**src/rtl/ama_riscv_fetch_buffer_pkg.sv**
```systemverilog
// Shared constants for the fetch buffer: immediate-generator selects,
// RV32I major opcodes and the canonical NOP.
package ama_riscv_fetch_buffer_pkg;

  localparam logic [3:0] IG_DISABLED = 4'b0000;
  localparam logic [3:0] IG_I_TYPE   = 4'b0001;
  localparam logic [3:0] IG_S_TYPE   = 4'b0010;
  localparam logic [3:0] IG_B_TYPE   = 4'b0011;
  localparam logic [3:0] IG_J_TYPE   = 4'b0100;
  localparam logic [3:0] IG_U_TYPE   = 4'b0101;

  localparam logic [6:0] OPC_ARI_ITYPE = 7'b0010011;
  localparam logic [6:0] OPC_LOAD      = 7'b0000011;
  localparam logic [6:0] OPC_JALR      = 7'b1100111;
  localparam logic [6:0] OPC_SYSTEM    = 7'b1110011;
  localparam logic [6:0] OPC_STORE     = 7'b0100011;
  localparam logic [6:0] OPC_BRANCH    = 7'b1100011;
  localparam logic [6:0] OPC_JAL       = 7'b1101111;
  localparam logic [6:0] OPC_LUI       = 7'b0110111;
  localparam logic [6:0] OPC_AUIPC     = 7'b0010111;
  localparam logic [6:0] OPC_ARI_RTYPE = 7'b0110011;

  localparam logic [31:0] NOP_INST = 32'h0000_0013;

endpackage

```
**src/rtl/ama_riscv_fetch_buffer_predecode.sv**
```systemverilog
// Opcode-to-immediate-select decoder; purely combinational so decode can reuse it.
module ama_riscv_predecode
  import ama_riscv_fetch_buffer_pkg::*;
(
  input  logic [6:0] inst,
  output logic [3:0] ig_sel
);

  always_comb begin
    ig_sel = IG_DISABLED;
    case (inst)
      OPC_ARI_ITYPE, OPC_LOAD, OPC_JALR, OPC_SYSTEM: ig_sel = IG_I_TYPE;
      OPC_STORE:                                     ig_sel = IG_S_TYPE;
      OPC_BRANCH:                                    ig_sel = IG_B_TYPE;
      OPC_JAL:                                       ig_sel = IG_J_TYPE;
      OPC_LUI, OPC_AUIPC:                            ig_sel = IG_U_TYPE;
      default:                                       ig_sel = IG_DISABLED;
    endcase
  end

endmodule

```
**src/rtl/ama_riscv_fetch_buffer.sv**
```systemverilog
// Fetch-to-decode FIFO; opcodes are pre-decoded on enqueue so decode sees a ready ig_sel.
// Handshake: a transfer happens on a rising edge where valid && ready; flush overrides both sides.
module ama_riscv_fetch_buffer
  import ama_riscv_fetch_buffer_pkg::*;
#(
  parameter int DEPTH = 2,
  parameter int XLEN  = 32
) (
  input  logic                       clk,
  input  logic                       rst_n,
  input  logic                       in_valid,
  output logic                       in_ready,
  input  logic [XLEN-1:0]            in_inst,
  input  logic [XLEN-1:0]            in_pc,
  input  logic                       flush,
  output logic                       out_valid,
  input  logic                       out_ready,
  output logic [XLEN-1:0]            out_inst,
  output logic [XLEN-1:0]            out_pc,
  output logic [3:0]                 out_ig_sel,
  output logic [24:0]                out_ig_in,
  output logic [$clog2(DEPTH+1)-1:0] count
);

  localparam int PW = $clog2(DEPTH);
  localparam int CW = $clog2(DEPTH + 1);

  logic [XLEN-1:0] inst_q [DEPTH];
  logic [XLEN-1:0] pc_q   [DEPTH];
  logic [3:0]      sel_q  [DEPTH];
  logic [PW-1:0]   wr_ptr_q, wr_ptr_d;
  logic [PW-1:0]   rd_ptr_q, rd_ptr_d;
  logic [CW-1:0]   count_q, count_d;
  logic [3:0]      in_ig_sel;
  logic            push, pop;

  ama_riscv_predecode u_predecode (
    .inst   (in_inst[6:0]),
    .ig_sel (in_ig_sel)
  );

  // in_ready depends only on occupancy (and flush), never on out_ready.
  assign in_ready  = flush || (count_q < CW'(DEPTH));
  assign out_valid = (count_q != '0);
  assign push      = in_valid && in_ready && !flush;
  assign pop       = out_valid && out_ready && !flush;
  assign count     = count_q;

  always_comb begin
    wr_ptr_d = wr_ptr_q;
    rd_ptr_d = rd_ptr_q;
    count_d  = count_q;
    if (flush) begin
      wr_ptr_d = '0;
      rd_ptr_d = '0;
      count_d  = '0;
    end else begin
      if (push) wr_ptr_d = wr_ptr_q + PW'(1);
      if (pop)  rd_ptr_d = rd_ptr_q + PW'(1);
      if (push && !pop)      count_d = count_q + CW'(1);
      else if (pop && !push) count_d = count_q - CW'(1);
    end
  end

  always_ff @(posedge clk or negedge rst_n) begin
    if (!rst_n) begin
      wr_ptr_q <= '0;
      rd_ptr_q <= '0;
      count_q  <= '0;
      for (int i = 0; i < DEPTH; i++) begin
        inst_q[i] <= '0;
        pc_q[i]   <= '0;
        sel_q[i]  <= IG_DISABLED;
      end
    end else begin
      wr_ptr_q <= wr_ptr_d;
      rd_ptr_q <= rd_ptr_d;
      count_q  <= count_d;
      if (push) begin
        inst_q[wr_ptr_q] <= in_inst;
        pc_q[wr_ptr_q]   <= in_pc;
        sel_q[wr_ptr_q]  <= in_ig_sel;
      end
    end
  end

  // An empty buffer presents a NOP so decode never sees stale storage.
  always_comb begin
    out_inst   = XLEN'(NOP_INST);
    out_pc     = '0;
    out_ig_sel = IG_DISABLED;
    if (out_valid) begin
      out_inst   = inst_q[rd_ptr_q];
      out_pc     = pc_q[rd_ptr_q];
      out_ig_sel = sel_q[rd_ptr_q];
    end
  end

  assign out_ig_in = out_inst[31:7];

endmodule

```
**config.mk**
```make
export PLATFORM = sky130hd
export DESIGN_NAME = ama_riscv_fetch_buffer
export DESIGN_NICKNAME = d
export VERILOG_FILES = /design/src/rtl/ama_riscv_fetch_buffer_pkg.sv /design/src/rtl/ama_riscv_fetch_buffer_predecode.sv /design/src/rtl/ama_riscv_fetch_buffer.sv
export SDC_FILE = /design/constraint.sdc
export NUM_CORES = 1
export LEC_CHECK = 0
export ABC_AREA = 1
export ABC_CLOCK_PERIOD_IN_PS = 1450
export CORE_MARGIN = 2
export CORE_UTILIZATION = 37
export DETAILED_ROUTE_END_ITERATION = 10
export HOLD_SLACK_MARGIN = 0.03
export PLACE_DENSITY = 0.65
export SLEW_MARGIN = 0
export SYNTH_ARGS = -nofsm -noshare
export SYNTH_HDL_FRONTEND = slang
export SYNTH_SLANG_ARGS = --single-unit
```
**constraint.sdc**
```tcl
create_clock -name clk -period 1.45 [get_ports clk]
set_input_delay 0.29 -clock clk [delete_from_list [all_inputs] [get_ports clk]]
set_output_delay 0.29 -clock clk [all_outputs]
set_load 0.05 [all_outputs]
```
**Word level (Yosys, flattened, before mapping)**

Index checks and enable logic that the tools add are counted.

- Register bits after elaboration: 140
- Bits in latches: 0
- RAM bits: 0
- Memory bits (read-only): 0
- Bits of input ports: 69
- Output and inout bits: 97
- Word-level logic and storage cells: 72
- Memories kept: 0

- Add/subtract/negate cells: 4
- $mul: 0
- Div/mod/pow operators: 0
- Magnitude comparators: 4
- Eq/ne operators: 9
- Shifts and indexed selects: 0
- Mux-type cells: 27
- Bitwise operators: 2
- Reduce and logical (&&, ||, !) cells: 17

Operator list:

| cell | count |
|---|---|
| 32-bit two-way mux | 9 |
| 64-bit bitwise mux | 2 |
| 32-bit demux with 1-bit select | 1 |
| 7-bit == test (second input constant) | 4 |
| 4-bit two-way mux | 5 |
| 3-bit one-hot mux with 5 select lines | 1 |
| 7-bit by 5-bit == test with 1-bit output (second input constant) | 2 |
| 7-bit by 6-bit == test with 1-bit output (second input constant) | 2 |
| 8-bit bitwise mux | 1 |
| 7-bit by 2-bit == test with 1-bit output (second input constant) | 1 |
| 1-bit logical AND | 7 |
| 2-bit two-way mux | 3 |
| 2-bit nonzero test | 3 |
| 4-bit demux with 1-bit select | 1 |
| 2-bit >= comparator (second input constant) | 2 |
| 1-bit two-way mux | 4 |
| 1-bit NOT with 2-bit output | 2 |
| 4-bit OR reduction | 1 |
| 1-bit logical NOT | 3 |
| 3-bit nonzero test | 1 |
| 1-bit adder (second input constant) | 2 |
| 2-bit by 1-bit adder with 2-bit output (second input constant) | 1 |
| 2-bit by 1-bit < comparator with 1-bit output (second input constant) | 1 |
| 2-bit < comparator (second input constant) | 1 |
| 3 further kinds | 3 |

**Longest topological paths before layout**

Gate-level depths: netlist (run 1).

- Word-level depth: 9
- Gate-level depth with buffers: 9
- Gate-level depth less buffers: 9

**Cells and area by module**

Synthesis (run 1) repeated with hierarchy kept, for this count alone.

- Cell total of the unflattened synthesis: 821
- Area, all modules: 6,491.2 µm²

By module, submodules not included:

| module | instances | cells each | area each (µm²) | sequential area each (µm²) |
|---|---|---|---|---|
| ama_riscv_fetch_buffer | 1 | 793 | 6,367.4 | 3,503.4 |
| ama_riscv_predecode | 1 | 28 | 123.9 | 0.0 |

**Least setup slack after synthesis (run 1)**

Ideal clock, no wire load.

- Path kind: reg2out
- Start: register count_q[1], in the netlist count[1]
- End: output port out_inst[10]
- Arrival time: 2.285 ns
- Required time: 1.160 ns
- Path slack: -1.125 ns
- Stages on the path, launching flop included: 5
- Path buffers: 2
- Path through: dfrtp_1 nor2_1 buf_2 a21oi_1 buf_4

- Word-level cells in the longest chain between the ends: 2

Ends and longest elaborated chain:

| item | line | RTL |
|---|---|---|
| start: declaration | ama_riscv_fetch_buffer.sv:33 | `logic [CW-1:0] count_q, count_d;` |
| start signal: assignment | ama_riscv_fetch_buffer.sv:78 | `count_q <= count_d;` |
| 2-bit nonzero test | ama_riscv_fetch_buffer.sv:44 | `assign out_valid = (count_q != '0);` |
| 32-bit two-way mux | ama_riscv_fetch_buffer.sv:92 | `if (out_valid) begin` |
| end: declaration | ama_riscv_fetch_buffer.sv:18 | `output logic [XLEN-1:0] out_inst,` |

No other way between the ends.

**Worst setup path after layout (run 1)**

- Start: register rd_ptr_q
- End: output port out_pc[28]

- Word-level cells in the longest chain between the ends: 5

Ends and longest elaborated chain:

| item | line | RTL |
|---|---|---|
| start: declaration | ama_riscv_fetch_buffer.sv:32 | `logic [PW-1:0] rd_ptr_q, rd_ptr_d;` |
| start signal: assignment | ama_riscv_fetch_buffer.sv:77 | `rd_ptr_q <= rd_ptr_d;` |
| 1-bit NOT with 2-bit output (implied by the code) | ama_riscv_fetch_buffer.sv:94 | `out_pc = pc_q[rd_ptr_q];` |
| 32-bit two-way mux (implied by the code) (3 in series) | ama_riscv_fetch_buffer.sv:94 |  |
| 32-bit two-way mux | ama_riscv_fetch_buffer.sv:92 |  |
| end: declaration | ama_riscv_fetch_buffer.sv:19 | `output logic [XLEN-1:0] out_pc,` |

No other way between the ends. The select of a mux whose other input is x is not followed.

==> run summary, run 1 <==
Pwr per Cell Area: 1772 nW/µm²
Fillers: 1,366
sw power: 8.500 mW
Vias/cell: 4.855
Die H: 139.9 µm
top_reg_cell synth: dfrtp_1
Worst setup EP type: output pin
Die Wd: 139.9 µm
Final Max Slew Viols: 0
global-route wire length before repair: 29,920 µm
WP data required: 1.16 ns
DP Area: 10,760 µm²
initial antenna violation count: 0
Final nets: 1,061
top cells by area, synth: dfrtp_1 (51%), nand2_1 (16%), o21ai_2 (10%)
worst r2r path cells: 11
unrepaired setup endpoints after global routing: true
failing checks: setup timing
layout cell share with drive strength beyond 1: 0.4955
final setup fails: 232
cells along the critical path: buf_4, clkbuf_16, nand2_1, a21oi_2, buf_12
DP HPWL: 11,810 µm
switching share of power: 0.3935
DRC viols: 0
Pre-antenna DRT Iters: 5
Antenna Nets Post-Route: 0
largest net degree at the start of global routing: 84
GRT overflow: 0
Post-Route WL: 19,810 µm
Yosys top cell area share: 0.5050
slack of the worst reg-to-reg path: -0.26 ns
Netlist Area Pre-Place: 6838 µm²
sequential share of power: 0.292
top-count cell post-synth: nand2_1
Syn. warnings: 0
Fin Clk Skew: 0.006780 ns
CTS tree: yes
CP endpoint: out_pc[28]
Tightest Hold Check Type: input pin to async pin
Post-synth EDFFs: 0
Clock Pin Slew Worst Setup and Hold Paths: 0.06 ns
total vias in the final route: 5,991
Setup TNS: -62.62 ns
Synth area leader: dfrtp_1
CP bufs+invs: 3
maximum VDD drop: 0.9650 mV
total track usage: 0.1909
syn_nets: 872
Fmax: 0.5149 GHz
Synth Area per Inst: 8.515 µm²
worst skew pair latency: 0.42 ns
combinational share of power: 0.506
num rows: 49
Core Region: 18,020 µm²
fin area: 12,190 µm²
min Tclk post-route: 1.942 ns
vias in the first global route: 5,854
CTS root buffer: clkbuf_16
critical path depth: 5
max_cap viols: 0
IO buf count: 164
number of synthesized register bits: 138
Clk pwr share: 0.202
DRT iter0 DRCs: 387
status: complete, but fails checks
post-synthesis cell type count: 20
worst path arrival time: 1.65 ns
share of flip-flops with an asynchronous set or reset: 1.000
hold_ws: 0.2160 ns
Post-Place Worst Slack: -0.2183 ns
wire length per cell: 16.06 µm
Int Power: 13.10 mW
final setup margin: -0.4921 ns
io pins: 166
total CTS buffers: 17
Slowest-stage cell, CP: dfrtp_2
reg2reg start: count[1]
WS Path Type: flip-flop to output pin
routability congestion estimate: 0.7447
Top Family by Delay on Critical Path: buffers and inverters
post-synthesis sequential area ratio: 0.5050
crit-path max cell delay: 0.42 ns
Die ar.: 19,580 µm²
crit path max fanout: 12
Worst Setup SP: rd_ptr_q
worst reg2reg path endpoint: inst_q[15]
Hold Fails Final Rpt: 0
Syn Inst Count: 803
Clock Tree Buf Depth: 2
Synth-to-Final Area Change: 78.28%
final period utilization: 1.339
H-tree depth: 4
initial core utilization: 0.3794
Clock Sinks: 138
ANT cells: 0
Synth top cells by count: nand2_1 (293), dfrtp_1 (138), o21ai_2 (80)
crit start category: flip-flop
LEAKAGE: 5.347 nW
-- flip-flops by register name, summed over array words and instances, names as in the netlist --
| name | flops |
|---|---|
| rd_ptr_q | 1 |
| count | 2 |
| sel_q | 6 |
| inst_q | 64 |
| pc_q | 64 |
| wr_ptr_q | 1 |
-- layout by cell type, fill, tap and decap left out, types with 28 or more instances in the layout --
cell type        count
a21oi_4             56
buf_12             116
clkbuf_16           28
clkdlybuf4s50_1     67
dfrtp_1            135
inv_1               67
nand2_1            162
nand2_2            120
o21ai_1             43
o21ai_2             81
-- worst min path at each step --
stage	endpoint	from
after floorplan	count[0]	rst_n
after global placement	pc_q[39]	rst_n
after detailed placement	pc_q[39]	rst_n
after CTS	pc_q[39]	rst_n
after global routing	pc_q[39]	rst_n
final	pc_q[39]	rst_n
-- worst reg2reg max path: stages, from the launching register on --
cell,delay (ns)
dfrtp_4,0.50
buf_6,0.14
inv_8,0.06
buf_6,0.10
nand3_4,0.08
nor2_4,0.15
buf_12,0.15
buf_12,0.11
inv_8,0.05
buf_12,0.15
nand2_2,0.07
o21ai_2,0.05
-- metrics by stage --
stage / std cells / util / power, mW
final: 1234 / 0.6763 / 21.60
after global routing: 1234 / 0.6763 / 22.64
after CTS: 1215 / 0.6490 / 21.27
after detailed placement: 1171 / 0.5969 / 16.38
after global placement: 1171 / 0.5969 / 16.23
after floorplan: 803 / - / 12.73
-- final cells by class --
class,count,area [µm²],share of cell area
multi-input cells,517,3630,0.2978
well taps,229,286.5,0.02350
inverters,73,306.5,0.02515
clock inverters,6,85.08,0.006979
repair buffers,243,3894,0.3194
repair inverters,2,20.02,0.001642
flip-flops and latches,138,3460,0.2838
clock buffers,26,509.2,0.04177
-- power groups by stage --
stage               Sequential (mW)  Clock [mW]  Combinational [mW]
floorplan                      6.11           0                6.62
global placement               6.20           0                10.0
detailed placement             6.23           0                10.1
CTS                            6.27        4.44                10.6
global route                   6.46        4.62                11.6
finish                         6.30        4.37                10.9
-- what timing repair did --
item / in CTS / in global routing
endpoints found under the hold margin: 138 / 0
hold buffers: 1 / 0
pin swaps: 24 / 9
setup endpoints to repair: 96 / 135
setup buffers: 6 / 8
resized for setup: 47 / 44
gates cloned: 5 / 15
-- layer usage --
metal / vias up / track usage / wire length, µm
met5: - / 0 / 0
met4: 0 / 0.06684 / 227
met3: 17 / 0.04752 / 1067
met2: 169 / 0.2970 / 9547
met1: 2900 / 0.2611 / 8970
li1: 2905 / - / -
-- kinds of logic after synthesis --
kind of cell,after synthesis,share of synthesized area
and+or+nand+nor,314,0.1788
AOI/OAI and AO/OA,202,0.1921
buffers and inverters,148,0.1235
DFF,138,0.5050
other,1,0.0005484
(Power assumes the default switching activity.)
==> inputs of run 2 (changes only) <==
--- a/config.mk
+++ b/config.mk
@@ -5,13 +5,12 @@
 export SDC_FILE = /design/constraint.sdc
 export NUM_CORES = 1
 export LEC_CHECK = 0
-export ABC_AREA = 1
 export ABC_CLOCK_PERIOD_IN_PS = 1450
 export CORE_MARGIN = 2
-export CORE_UTILIZATION = 37
+export CORE_UTILIZATION = 45
 export DETAILED_ROUTE_END_ITERATION = 10
 export HOLD_SLACK_MARGIN = 0.03
-export PLACE_DENSITY = 0.65
+export PLACE_DENSITY = 0.77
 export SLEW_MARGIN = 0
 export SYNTH_ARGS = -nofsm -noshare
 export SYNTH_HDL_FRONTEND = slang
==> run 2 against run 1 <==
  * The run still ends with setup timing left
  * Worst hold slack improved by 0.11 ns
  * Setup slack worse by 0.099 ns
  * Critical path depth shrank 1
  * Non-clock buffer count is 5 lower
  * Clock power decreased by 3%
  * Final cell count decreased by 6.3%
  * Maximum frequency is 4.9% lower
  * Global-route usage increased by 5.4 points
  * Combinational power fell by 58%
  * Clock skew is 0.0023 ns lower
  * Sequential power fell by 15%
  * Register-to-register slack lost 0.17 ns
==> run summary, run 2 <==
status: complete, but fails checks (unchanged)
failing checks: setup timing (unchanged)
share of flip-flops with an asynchronous set or reset: 1.000 (unchanged)
hold_ws: 0.3308 ns (was 0.2160 ns)
routability congestion estimate: 0.7971 (was 0.7447)
Core Region: 14,370 µm² (was 18,020 µm²)
crit start category: flip-flop (unchanged)
WS Path Type: flip-flop to output pin (unchanged)
Syn Inst Count: 775 (was 803)
io pins: 166 (unchanged)
Multi-input gate area: 3373 µm² (was 3630 µm²)
Clock Sinks: 138 (unchanged)
Clock Pin Slew Worst Setup and Hold Paths: 0.06 ns (about the same)
met3 Track Usage GR: 0.04682 (was 0.04752)
global-route wire length before repair: 30,070 µm (was 29,920 µm)
commonest non-fill, non-tap cell in the layout: nand2_1 (unchanged)
Vias/cell: 5.105 (was 4.855)
Yosys top cell area share: 0.5287 (was 0.5050)
Fin Clk Skew: 0.004450 ns (was 0.006780 ns)
top-count cell post-synth: nand2_1 (unchanged)
Final nets: 1,028 (was 1,061)
CTS root buffer: clkbuf_16 (unchanged)
crit path max fanout: 29 (was 12)
Post-Route WL: 19,010 µm (was 19,810 µm)
maximum VDD drop: 0.8422 mV (was 0.9650 mV)
final setup fails: 232 (unchanged)
WP data required: 1.16 ns (about the same)
Syn. warnings: 0 (unchanged)
Final Util: 0.7397 (was 0.6763)
Die ar.: 15,490 µm² (was 19,580 µm²)
top cells by area, synth: dfrtp_1 (53%), nand2_1 (23%), mux2i_1 (10%) (was dfrtp_1 (51%), nand2_1 (16%), o21ai_2 (10%))
Pwr per Cell Area: 1336 nW/µm² (was 1772 nW/µm²)
Pre-antenna DRT Iters: 5 (unchanged)
Synth-to-Final Area Change: 62.74% (was 78.28%)
Post-synth EDFFs: 0 (unchanged)
met2 Usage GRT: 0.4028 (was 0.2970)
DRC viols: 0 (unchanged)
min Tclk post-route: 2.041 ns (was 1.942 ns)
num rows: 44 (was 49)
met1 Use GR: 0.3240 (was 0.2611)
Fillers: 939 (was 1,366)
Netlist Area Pre-Place: 6531 µm² (was 6838 µm²)
GRT overflow: 0 (unchanged)
Die H: 124.5 µm (was 139.9 µm)
wire length per cell: 16.44 µm (was 16.06 µm)
DP HPWL: 11,680 µm (was 11,810 µm)
worst skew pair latency: 0.42 ns (about the same)
IO buf count: 164 (unchanged)
DRT iter0 DRCs: 489 (was 387)
post-synthesis cell type count: 30 (was 20)
LEAKAGE: 5.018 nW (was 5.347 nW)
Worst setup EP type: output pin (unchanged)
CTS tree: yes (unchanged)
Synth area leader: dfrtp_1 (unchanged)
busiest grt layer: met2 (unchanged)
Tightest Hold Check Type: input pin to async pin (unchanged)
worst r2r path cells: 9 (was 11)
worst reg2reg path endpoint: inst_q[31] (was inst_q[15])
Final Max Slew Viols: 0 (unchanged)
total vias in the final route: 5,901 (was 5,991)
number of synthesized register bits: 138 (unchanged)
syn_nets: 844 (was 872)
Hold Fails Final Rpt: 0 (unchanged)
Antenna Nets Post-Route: 0 (unchanged)
Synth Area per Inst: 8.427 µm² (was 8.515 µm²)
initial core utilization: 0.4545 (was 0.3794)
max_cap viols: 0 (unchanged)
largest net degree at the start of global routing: 36 (was 84)
top flop regs: inst_q x64, pc_q x64, sel_q x6 (unchanged)
final period utilization: 1.408 (was 1.339)
Die Wd: 124.5 µm (was 139.9 µm)
Fmax: 0.4899 GHz (was 0.5149 GHz)
Synth top cells by count: nand2_1 (394), dfrtp_1 (138), nor2_1 (68) (was nand2_1 (293), dfrtp_1 (138), o21ai_2 (80))
reg2reg start: count[1] (unchanged)
total track usage: 0.2449 (was 0.1909)
top_reg_cell synth: dfrtp_1 (unchanged)
worst path arrival time: 1.75 ns (was 1.65 ns)
most frequent cells in the layout: nand2_1 (362), dfrtp_1 (135), buf_4 (77) (was nand2_1 (162), dfrtp_1 (135), nand2_2 (120))
final setup margin: -0.5911 ns (was -0.4921 ns)
post-synthesis sequential area ratio: 0.5287 (was 0.5050)
slack of the worst reg-to-reg path: -0.43 ns (was -0.26 ns)
Clock Tree Buf Depth: 2 (unchanged)
layout cell share with drive strength beyond 1: 0.3405 (was 0.4955)
initial antenna violation count: 0 (unchanged)
H-tree depth: 4 (unchanged)
Register Area: 3460 µm² (unchanged)
unrepaired setup endpoints after global routing: true (unchanged)
vias in the first global route: 5,856 (was 5,854)
ANT cells: 0 (unchanged)
total CTS buffers: 17 (unchanged)
run 2: cell count changes in the layout (fill, tap and decap cells not counted), moves of 24 or more:
cell	change
nand2_1	+200
nand2_2	-97
o21ai_2	-81
inv_1	-66
buf_4	+58
a21oi_4	-56
buf_12	-55
nor2_4	+50
mux2i_1	+41
o21ai_1	-41
mux2i_2	+24
run 2: kinds of logic after synthesis:
logic type	Yosys count	synth area share
xor+xnor	4	0.005365
buf+inv	75	0.06552
simple gates	479	0.2860
mux	67	0.1027
other cells	1	0.0005742
flops	138	0.5287
compound gates	11	0.01111
run 2: power by group:
group | total (mW) | internal, mW | switching, mW | leakage, nW
clock | 4.23 | 2.60 | 1.62 | 0.278
combinational | 4.61 | 1.98 | 2.63 | 3.01
sequential | 5.37 | 4.77 | 0.599 | 1.73
run 2: how the worst max path moves through the flow:
| stage | start | end | slack, ns | depth (start not counted) |
|---|---|---|---|---|
| after floorplan | count[1] | out_inst[10] | -0.43 | 6 |
| after global placement | flush | pc_q[36] | -0.34 | 6 |
| after detailed placement | in_valid | inst_q[7] | -0.42 | 6 |
| after CTS | rd_ptr_q | out_inst[1] | -0.58 | 4 |
| after global routing | rd_ptr_q | out_ig_in[23] | -0.64 | 5 |
| final | rd_ptr_q | out_pc[22] | -0.59 | 4 |
run 2: cell type report:
type,count,area share
clock buffer,20,0.04297
sequential,138,0.3255
clock inverter,12,0.01165
timing repair buffer,238,0.2798
tap,184,0.02166
inverter,2,0.001059
multi-input combinational,562,0.3174
run 2: metrics by stage:
step           cells  area [µm²]  setup slack [ns]  total power [mW]  setup TNS [ns]
2_1_floorplan    775        7227           -0.4288             8.037          -40.81
3_3_place_gp    1106        9380           -0.3420             9.378          -50.13
3_5_place_dp    1106        9380           -0.4220             9.517          -55.66
4_1_cts         1151       10340           -0.5846             14.06          -56.51
5_1_grt         1156       10630           -0.6351             14.87         -107.61
6_report        1156       10630           -0.5911             14.20          -92.70
run 2: timing repair:
item                                    in CTS  in global routing
setup buffers                                7                  5
pin swaps                                    2                 34
gates resized for setup                     53                 59
hold endpoints to repair                    30                  0
cloned                                       5                  3
hold buffers                                 1                  0
endpoints found under the setup margin     220                228
run 2: layer usage:
metal	up-vias	share of wire
li1	2764	-
met1	2884	0.41
met2	220	0.51
met3	33	0.053
met4	0	0.024
met5	-	0
run 2: worst max-delay path: stages (launching register included):
cell     delay, ns
dfrtp_4       0.45
buf_12        0.28
mux2i_2       0.34
nor2_4        0.06
buf_4         0.19
==> inputs of run 3 (changes only) <==
--- a/config.mk
+++ b/config.mk
@@ -9,9 +9,9 @@
 export CORE_MARGIN = 2
 export CORE_UTILIZATION = 45
 export DETAILED_ROUTE_END_ITERATION = 10
+export DONT_BUFFER_PORTS = 1
 export HOLD_SLACK_MARGIN = 0.03
-export PLACE_DENSITY = 0.77
-export SLEW_MARGIN = 0
+export SLEW_MARGIN = 20
 export SYNTH_ARGS = -nofsm -noshare
 export SYNTH_HDL_FRONTEND = slang
 export SYNTH_SLANG_ARGS = --single-unit
==> run 3 against run 2 <==
  * The run ends with hold timing, setup timing left
  * Non-clock buffer count fell by 21
  * First-iteration DRC count grew 27%
  * Maximum frequency is 0.14% lower
  * Global-route usage increased by 1.2 points
  * Critical endpoint is now out_ig_in[0]
  * Largest power group unchanged
==> run summary, run 3 (synthesis gave the netlist of run 2 again) <==
failing checks: hold timing, setup timing (was setup timing)
Die Wd: 124.5 µm (unchanged)
routability congestion estimate: 0.7955 (was 0.7971)
DP HPWL: 10,920 µm (was 11,680 µm)
final period utilization: 1.410 (was 1.408)
Clock Pin Slew Worst Setup and Hold Paths: 0.06 ns (about the same)
io pins: 166 (unchanged)
Multi-input gate area: 4493 µm² (was 3373 µm²)
Hold Fails Final Rpt: 138 (was 0)
Pwr per Cell Area: 1252 nW/µm² (was 1336 nW/µm²)
min Tclk post-route: 2.044 ns (was 2.041 ns)
most used cell, CP: buf_12
IO buf count: 0 (was 164)
wire length per cell: 22.45 µm (was 16.44 µm)
sequential share of power: 0.378 (about the same)
switching share of power: 0.3613 (was 0.3415)
Clk pwr share: 0.266 (was 0.298)
final setup margin: -0.5940 ns (was -0.5911 ns)
top flop regs: inst_q x64, pc_q x64, sel_q x6 (unchanged)
max_cap viols: 0 (unchanged)
LEAKAGE: 5.509 nW (was 5.018 nW)
unrepaired setup endpoints after global routing: true (unchanged)
initial antenna violation count: 0 (unchanged)
Top Family by Delay on Critical Path: flip-flops (was buffers and inverters)
Fmax: 0.4892 GHz (was 0.4899 GHz)
Register Area: 3460 µm² (unchanged)
CTS tree: yes (unchanged)
Fin Clk Skew: 0.006837 ns (was 0.004450 ns)
Final Max Slew Viols: 0 (unchanged)
Final nets: 1,008 (was 1,028)
CTS root buffer: clkbuf_16 (unchanged)
Tightest Hold Check Type: input pin to async pin (unchanged)
crit start category: flip-flop (unchanged)
crit-path max cell delay: 0.49 ns (was 0.45 ns)
crit path max fanout: 9 (was 29)
Antenna Nets Post-Route: 0 (unchanged)
Setup TNS: -75.30 ns (was -92.70 ns)
worst skew pair latency: 0.43 ns (was 0.42 ns)
vias in the first global route: 6,010 (was 5,856)
DP Area: 8531 µm² (was 9380 µm²)
Slowest-stage cell, CP: dfrtp_4 (unchanged)
Post-Place Worst Slack: -0.1385 ns (was -0.4220 ns)
# hold bufs at CTS: 66 (was 1)
DRC viols: 0 (unchanged)
WS Path Type: flip-flop to output pin (unchanged)
Clock Sinks: 138 (unchanged)
commonest non-fill, non-tap cell in the layout: nand2_1 (unchanged)
Post-Route WL: 25,360 µm (was 19,010 µm)
combinational share of power: 0.356 (was 0.325)
DRT iter0 DRCs: 619 (was 489)
Synth-to-Final Area Change: 86.48% (was 62.74%)
global-route wire length before repair: 31,640 µm (was 30,070 µm)
Fillers: 667 (was 939)
ANT cells: 0 (unchanged)
largest net degree at the start of global routing: 139 (was 36)
worst path arrival time: 1.75 ns (about the same)
Worst setup EP type: output pin (unchanged)
Final Util: 0.8476 (was 0.7397)
total track usage: 0.2569 (was 0.2449)
Die ar.: 15,490 µm² (unchanged)
sw power: 5.510 mW (was 4.850 mW)
total vias in the final route: 6,252 (was 5,901)
initial core utilization: 0.4545 (unchanged)
cells along the critical path: buf_6, buf_12, mux2i_4, nor2_4, buf_12 (was buf_12, mux2i_2, nor2_4, buf_4)
maximum VDD drop: 0.9086 mV (was 0.8422 mV)
hold_ws: -0.4431 ns (was 0.3308 ns)
Int Power: 9.739 mW (was 9.353 mW)
fin area: 12,180 µm² (was 10,630 µm²)
WP data required: 1.16 ns (about the same)
Die H: 124.5 µm (unchanged)
total CTS buffers: 17 (unchanged)
num rows: 44 (unchanged)
most frequent cells in the layout: nand2_1 (194), dfrtp_1 (135), nand2_2 (129) (was nand2_1 (362), dfrtp_1 (135), buf_4 (77))
Pre-antenna DRT Iters: 4 (was 5)
layout cell share with drive strength beyond 1: 0.5359 (was 0.3405)
H-tree depth: 4 (unchanged)
GRT overflow: 0 (unchanged)
final setup fails: 229 (was 232)
CP bufs+invs: 3 (was 2)
Clock Tree Buf Depth: 2 (unchanged)
Vias/cell: 5.533 (was 5.105)
status: complete, but fails checks (unchanged)
Core Region: 14,370 µm² (unchanged)
-- run 3: cell count changes in the layout (fill, tap and decap cells not counted), moves of 4 or more --
cell / previous run / this run
nand2_2: 23 / 129
buf_6: 19 / 13
buf_12: 61 / 90
buf_4: 77 / 16
clkdlybuf4s50_1: 67 / 0
clkbuf_16: 20 / 34
dlygate4sd3_1: 1 / 66
clkinv_2: 5 / 1
nand2_1: 362 / 194
nand2_4: 9 / 71
mux2i_1: 41 / 11
mux2i_4: 2 / 31
-- run 3: timing repair --
item / CTS / global route
setup buffers: 11 / 13
cloned: 11 / 22
setup endpoints to repair: 224 / 229
pin swaps: 5 / 208
endpoints found under the hold margin: 270 / 138
gates resized for setup: 91 / 349
-- run 3: layout make-up --
cell class,count,area share
well taps,184,0.01890
flip-flops and latches,138,0.2841
repair buffers,217,0.2836
clock buffers,23,0.04007
inverters,2,0.0009246
multi-input cells,563,0.3689
clock inverters,3,0.003493
-- run 3: path summary, 6_finish.rpt --
check	endpoint	slack, ns	start	cells past startpoint
worst max register to register	inst_q[31]	-0.27	count[1]	7
worst max-delay path	out_ig_in[0]	-0.59	rd_ptr_q	5
max in group asynchronous	inst_q[16]	1.57	rst_n	0
min in group clk	count[1]	0.08	out_ready	3
worst min register to register	pc_q[4]	0.47	pc_q[4]	2
worst min-delay path	inst_q[59]	-0.44	rst_n	0
-- run 3: worst register-to-register path: stages, from the launching register on --
cell and delay [ns]:
dfrtp_2 0.43, buf_6 0.14, buf_6 0.13, nor4bb_4 0.34, buf_6 0.26, clkbuf_16 0.22, nand2_2 0.06, nand2_1 0.08
-- run 3: stage by stage --
stage	cells	hold WS [ns]	total power [mW]
floorplan	775	-0.005591	8.037
global placement	989	-0.0008473	9.028
detailed placement	989	-0.001589	9.178
CTS	1102	-0.4432	13.85
global route	1130	-0.4460	15.78
finish	1130	-0.4431	15.25
-- run 3: routing by layer --
layer,part of all wire,vias up,track usage,routed length [µm]
li1,-,2738,-,-
met1,0.37,3172,0.3348,9370
met2,0.52,255,0.4314,13130
met3,0.069,87,0.05326,1749
met4,0.044,0,0.08328,1115
met5,0,-,0,0
-- run 3: power by group through the flow --
stage | Combinational (mW) | Sequential [mW] | Clock, mW
5_1_grt | 5.70 | 5.86 | 4.23
3_3_place_gp | 3.76 | 5.27 | 0
4_1_cts | 4.45 | 5.39 | 4.01
3_5_place_dp | 3.86 | 5.32 | 0
6_report | 5.43 | 5.77 | 4.05
2_1_floorplan | 2.86 | 5.18 | 0
